$ cat src/rtl/mem_stage_lsu.sv
// ============================================================================
// Module   : mem_stage_lsu
// Brief    : MEM pipeline stage with load extraction and variable-latency
//            data SRAM handshake (stall request plus one-entry read buffer).
// Revision : 1.0 - initial release
// ============================================================================
`default_nettype none

module mem_stage_lsu #(
    parameter int XLEN      = 32,
    parameter int PC_W      = 32,
    parameter int RF_AW     = 5,
    parameter int STALL_W   = 6,
    parameter int STALL_IDX = 3
) (
    input  logic               clk,
    input  logic               rst,
    input  logic [STALL_W-1:0] stall,
    input  logic               ex_valid,
    input  logic [PC_W-1:0]    ex_pc,
    input  logic               ex_mem_re,
    input  logic [2:0]         ex_ld_op,
    input  logic [1:0]         ex_addr_lo,
    input  logic               ex_rf_we,
    input  logic [RF_AW-1:0]   ex_rf_waddr,
    input  logic [XLEN-1:0]    ex_result,
    input  logic [XLEN-1:0]    data_sram_rdata,
    input  logic               data_ok,
    output logic               mem_stallreq,
    output logic               wb_valid,
    output logic [PC_W-1:0]    wb_pc,
    output logic               wb_rf_we,
    output logic [RF_AW-1:0]   wb_rf_waddr,
    output logic [XLEN-1:0]    wb_rf_wdata,
    output logic               fwd_rf_we,
    output logic [RF_AW-1:0]   fwd_rf_waddr,
    output logic [XLEN-1:0]    fwd_rf_wdata,
    output logic               fwd_load_pending
);

    localparam logic [0:0] c_IDLE   = 1'b0;
    localparam logic [0:0] c_WAIT   = 1'b1;
    localparam logic [2:0] c_OP_LB  = 3'd1;
    localparam logic [2:0] c_OP_LBU = 3'd2;
    localparam logic [2:0] c_OP_LH  = 3'd3;
    localparam logic [2:0] c_OP_LHU = 3'd4;

    logic              r_valid;
    logic [PC_W-1:0]   r_pc;
    logic              r_mem_re;
    logic [2:0]        r_ld_op;
    logic [1:0]        r_addr_lo;
    logic              r_rf_we;
    logic [RF_AW-1:0]  r_rf_waddr;
    logic [XLEN-1:0]   r_result;

    logic [0:0]        r_state;
    logic              r_buf_valid;
    logic [XLEN-1:0]   r_rdata_buf;

    logic              w_hold;
    logic              w_next_hold;
    logic              w_reload;
    logic              w_is_load;
    logic              w_stallreq;
    logic [XLEN-1:0]   w_raw;
    logic [7:0]        w_byte;
    logic [15:0]       w_half;
    logic [XLEN-1:0]   w_load;
    logic [XLEN-1:0]   w_rf_wdata;
    logic              w_unused_stall;

    assign w_hold         = stall[STALL_IDX];
    assign w_next_hold    = stall[STALL_IDX+1];
    // Register takes new content on advance (stage free) or bubble (next stage free).
    assign w_reload       = ~w_hold | ~w_next_hold;
    assign w_unused_stall = ^stall;

    always_ff @(posedge clk) begin
        if (rst || (w_hold && !w_next_hold)) begin
            r_valid    <= 1'b0;
            r_pc       <= '0;
            r_mem_re   <= 1'b0;
            r_ld_op    <= 3'd0;
            r_addr_lo  <= 2'd0;
            r_rf_we    <= 1'b0;
            r_rf_waddr <= '0;
            r_result   <= '0;
        end else if (!w_hold) begin
            r_valid    <= ex_valid;
            r_pc       <= ex_pc;
            r_mem_re   <= ex_mem_re;
            r_ld_op    <= ex_ld_op;
            r_addr_lo  <= ex_addr_lo;
            r_rf_we    <= ex_rf_we;
            r_rf_waddr <= ex_rf_waddr;
            r_result   <= ex_result;
        end
    end

    assign w_is_load  = r_valid & r_mem_re;
    assign w_stallreq = ((r_state == c_WAIT) & ~data_ok)
                      | ((r_state == c_IDLE) & w_is_load & ~data_ok & ~r_buf_valid);

    always_ff @(posedge clk) begin
        if (rst) begin
            r_state <= c_IDLE;
        end else begin
            case (r_state)
                c_IDLE:  if (w_is_load && !data_ok && !r_buf_valid) r_state <= c_WAIT;
                c_WAIT:  if (data_ok) r_state <= c_IDLE;
                default: r_state <= c_IDLE;
            endcase
        end
    end

    // Data arriving while the stage cannot move on is kept until it does.
    always_ff @(posedge clk) begin
        if (rst) begin
            r_buf_valid <= 1'b0;
            r_rdata_buf <= '0;
        end else if (w_reload) begin
            r_buf_valid <= 1'b0;
        end else if (w_is_load && data_ok && !r_buf_valid) begin
            r_buf_valid <= 1'b1;
            r_rdata_buf <= data_sram_rdata;
        end
    end

    assign w_raw = r_buf_valid ? r_rdata_buf : data_sram_rdata;

    always_comb begin
        w_byte = w_raw[7:0];
        case (r_addr_lo)
            2'd1:    w_byte = w_raw[15:8];
            2'd2:    w_byte = w_raw[23:16];
            2'd3:    w_byte = w_raw[31:24];
            default: w_byte = w_raw[7:0];
        endcase
        w_half = r_addr_lo[1] ? w_raw[31:16] : w_raw[15:0];
        case (r_ld_op)
            c_OP_LB:  w_load = {{(XLEN-8){w_byte[7]}}, w_byte};
            c_OP_LBU: w_load = {{(XLEN-8){1'b0}}, w_byte};
            c_OP_LH:  w_load = {{(XLEN-16){w_half[15]}}, w_half};
            c_OP_LHU: w_load = {{(XLEN-16){1'b0}}, w_half};
            default:  w_load = w_raw;
        endcase
    end

    assign w_rf_wdata       = r_mem_re ? w_load : r_result;

    assign mem_stallreq     = w_stallreq;
    assign wb_valid         = r_valid & ~w_stallreq;
    assign wb_pc            = r_pc;
    assign wb_rf_we         = r_rf_we & r_valid & ~w_stallreq;
    assign wb_rf_waddr      = r_rf_waddr;
    assign wb_rf_wdata      = w_rf_wdata;
    assign fwd_rf_we        = r_valid & r_rf_we;
    assign fwd_rf_waddr     = r_rf_waddr;
    assign fwd_rf_wdata     = w_rf_wdata;
    assign fwd_load_pending = w_is_load & w_stallreq;

endmodule

`default_nettype wire

$ cat config.mk
export PLATFORM = sky130hd
export DESIGN_NAME = mem_stage_lsu
export DESIGN_NICKNAME = d
export VERILOG_FILES = /design/src/rtl/mem_stage_lsu.sv
export SDC_FILE = /design/constraint.sdc
export NUM_CORES = 1
export LEC_CHECK = 0
export ABC_AREA = 1
export BUFFER_PORTS_ARGS = -buffer_cell sky130_fd_sc_hd__buf_2
export CAP_MARGIN = 5
export CORE_MARGIN = 1.5
export CORE_UTILIZATION = 50
export CTS_CLUSTER_DIAMETER = 40
export DETAILED_ROUTE_END_ITERATION = 16
export GPL_TIMING_DRIVEN = 0
export PLACE_DENSITY = 0.84
export SYNTH_ARGS = -nofsm -noshare
export SYNTH_HDL_FRONTEND = slang
export SYNTH_SLANG_ARGS = --single-unit
$ cat constraint.sdc
create_clock -name clk -period 2 [get_ports clk]
set_input_delay 0.1 -clock clk [delete_from_list [all_inputs] [get_ports clk]]
set_output_delay 0.1 -clock clk [all_outputs]
set_load 0.01 [all_outputs]
==> impl_results.md <==
* Count of unique library cells instantiated by Yosys at 33
* Tmin final at 2310 ps
* Sort of element at the end of the critical path: output port
* Number of standard cells in the final layout excluding fillers at 1477
* Fraction of registers with async set/reset at 0
* CTS tree: done
* Combined global-route utilization of all metal layers at 0.344
* Detailed-route wire length at 24800 um
* Top-level port count at around 230
* Total of flip-flops plus latches after synthesis at 111
* Commonest cells after routing, fill and taps aside: sky130_fd_sc_hd__nand2_1 (361), sky130_fd_sc_hd__buf_2 (187), sky130_fd_sc_hd__dfxtp_1 (106)
* Antenna viol nets, final at 0
* Hold Path Sink: r_rdata_buf[23]$_SDFFE_PP0P_
* Remaining max-slew budget at the tightest pin at 0.566
* Part of the power in the clock network at 0.310
* Total nets after synthesis at 1092
* Register-to-Register Path Depth at 8
* Reg2reg start: r_mem_re$_SDFFE_PP0N_
* Unrepaired setup endpoints after global routing: yes
* Power density over cell area at 579 nW/um2
* Number of I/O port buffers at roughly 220
* Run status: complete, but fails checks
* Number of max-slew violations in the final report at 0
* Y dimension of the die at 115 um
* Number of vias after detailed routing at 8007
* Total die area at 13200 um2
* Largest fanout on the critical path at 10
* Pin count of the biggest net entering global routing at 17
* Type of element launching the critical path: register
* Data required time of the worst path at 1900 ps
* Worst Slack Setup Final at -305 ps
* WS Path Type: reg2out
* Proportion of layout cells with a drive suffix above 1 at 0.391
* Slack of the worst reg-to-reg path at 340 ps
* Netlist Area Pre-Place at between 6000 and 7000 um2
* Routability congestion estimate at ~0.95
* Wire length per cell at 16.8 um
* Clk Latency, worst-skew pair at between 300 and 400 ps
* Placeable core area at 12100 um2
* Tcrit/Tclk final at 1.15
* Utilization after layout at 0.799
* Total gr overflow at 0
* Nets at ~1400
* Via count of the first global-routing pass at 7482
* Most frequently used flop master after synthesis: sky130_fd_sc_hd__dfxtp_1
* Root buffer selected by CTS: sky130_fd_sc_hd__clkbuf_16
* Number of enable-type register cells in the synthesized netlist at 0
* Num CTS Buffers at 9
* Min-delay worst type: in2reg
* Net switching share of the total power at 0.307
* Initial Util at 0.515
* WHS at -3.73 ps
* Critical Path AT at 2210 ps
* Remaining DRCs at 0
* Hold Crit Start: data_sram_rdata[23]
* Cell Count Post-Placement at approximately 1400
* Warning count from the yosys run at 0
* Final setup viols at between 60 and 70
* Deepest clock path buffer count at 2
* Iteration count of the initial detailed-routing pass at 5
* Half-perimeter wire length after placement at 14100 um
* Most frequent standard cell in the layout excluding fill and tap cells: sky130_fd_sc_hd__nand2_1
* Reported max-cap violation count at 0
* Internal Power at 3.88 mW
* Cell leakage power at about 4.7 nW
* Delay contributed by the slowest stage of the critical path at between 300 and 400 ps
* Synthesis-to-finish area growth at 55.0%
* Clock-pin slew of the registers on the worst-case setup and hold paths at 70 ps
* Fraction of power consumed by sequential logic at 0.416
* Clk_skew at around 8.7 ps
* Origin of the worst setup path: r_buf_valid$_SDFFE_PP0P_
* Share of total power in combinational logic at 0.274
* Critical-path top delay cell: sky130_fd_sc_hd__dfxtp_2
* Maximum clock frequency at 0.434 GHz
* Violated checks: negative hold slack, negative setup slack
* Clock tree sinks at roughly 110
* Most common cell type on the critical path: sky130_fd_sc_hd__nand2_1
* Slew at the pin closest to its max-slew limit at ~650 ps
* Cell depth of the worst min-delay path at 3
* Switching pwr at 1.72 mW
* DR iter-0 viols at 858
* Horizontal die dimension at about 110 um
* Row Count at 40
* Gate count of the mapped netlist at 974
* Level count of the clock H-tree at 3
* Global-route wire length before repair at between 30000 and 40000 um
* Initial antenna violation count at 0
* Crit-path cells: buf_6 -> clkbuf_4 -> nand2_1 -> nand2_1 -> a21oi_1 -> nand3_1 -> nand2_1 -> nand2_1 -> nand2_1 -> nand2_1 -> buf_4 -> buf_2
* Vias per Instance at approximately 5.4
* Worst reg2reg endpoint: r_rdata_buf[8]$_SDFFE_PP0P_
* Post-synthesis sequential area ratio at 0.356
* Total count of hold-check failures in the final report at 3
* Number of diodes at 0
* Avg Cell Area, Syn at 6.41 um2
* IR Drop Worst-Case VDD at 0.691 mV
[how the worst max path moves through the flow]
stage,end,cells after the start
global placement,wb_rf_wdata[7],7
global route,wb_rf_wdata[31],15
detailed placement,wb_rf_wdata[7],7
finish,wb_rf_wdata[1],12
CTS,wb_rf_wdata[29],14
floorplan,wb_rf_wdata[7],9
[cells by family (layout without fill, tap and decap cells)]
logic type,Yosys count,after routing,synth area share
compound gates,165,165,0.153
buf+inv,178,512,0.144
flops,111,111,0.356
simple gates,520,521,0.347
[layout make-up]
cell class                      count  area [um2]
Inverter                           80         305
Tap cell                          168         210
Clock buffer                       12         246
Timing Repair Buffer              319        2340
Sequential cell                   111        2230
Buffer                             98         752
Fill cell                         770        2430
Clock inverter                      3        18.8
Multi-Input combinational cell    686        3580
[Yosys cell counts, types with 9 or more instances]
master	n	area [um2]
sky130_fd_sc_hd__or2_2	16	100
sky130_fd_sc_hd__clkbuf_1	28	105
sky130_fd_sc_hd__a21oi_1	113	566
sky130_fd_sc_hd__buf_4	44	330
sky130_fd_sc_hd__o21ai_1	12	60.1
sky130_fd_sc_hd__nand2_1	417	1570
sky130_fd_sc_hd__nand3_1	31	155
sky130_fd_sc_hd__dfxtp_1	111	2220
sky130_fd_sc_hd__buf_2	16	80.1
sky130_fd_sc_hd__a211oi_2	9	113
sky130_fd_sc_hd__nor2_1	32	120
sky130_fd_sc_hd__inv_2	13	48.8
sky130_fd_sc_hd__a21oi_2	9	78.8
sky130_fd_sc_hd__o21ai_0	11	55.1
sky130_fd_sc_hd__inv_1	66	248
[timing repair]
action,CTS,global route
endpoints found under the hold margin,69,1
setup buffers,5,20
resized for setup,175,66
cloned,2,1
hold buffers,69,1
pin swaps,30,33
setup endpoints to repair,65,64
[power groups by stage]
stage	Combinational [mW]	Clock, mW	Sequential [mW]
after global placement	1.03	0	2.37
after global routing	1.63	1.82	2.34
after floorplan	0.641	0	2.38
final	1.54	1.74	2.33
after detailed placement	1.05	0	2.37
after CTS	1.34	1.69	2.33
[worst max-delay path, delay by kind of cell, from the launching register on]
kind | cells | cell delay (ps)
DFF | 1 | 320
and+or+nand+nor | 7 | 690
buffers and inverters | 4 | 570
AOI/OAI and AO/OA | 1 | 270
[through the flow]
step | setup slack [ps] | instance area, um2 | setup TNS, ps | hold WS [ps] | power, mW
floorplan | 372 | 6240 | 0 | 243 | 3.02
global placement | 35.4 | 7560 | 0 | 350 | 3.41
detailed placement | 31.2 | 7560 | 0 | 353 | 3.42
CTS | -162 | 9240 | -5020 | 0.0120 | 5.36
global route | -328 | 9680 | -15560 | 2.69 | 5.79
finish | -305 | 9680 | -9190 | -3.73 | 5.61
[per-layer routing]
metal	track usage	wire length [um]	vias up
met2	0.611	12200	549
li1	-	-	3674
met1	0.397	8990	3659
met5	0	0	-
met4	0.153	1170	0
met3	0.0791	2400	125
[sequential cells by signal, summed over array words and instances (netlist names)]
name / flops
r_addr_lo: 2
fwd_rf_waddr: 5
wb_pc: 32
r_mem_re: 1
r_result: 32
r_valid: 1
r_rdata_buf: 32
r_ld_op: 3
r_state: 1
r_buf_valid: 1
r_rf_we: 1
No activity file was read; power rests on OpenSTA's default activity.
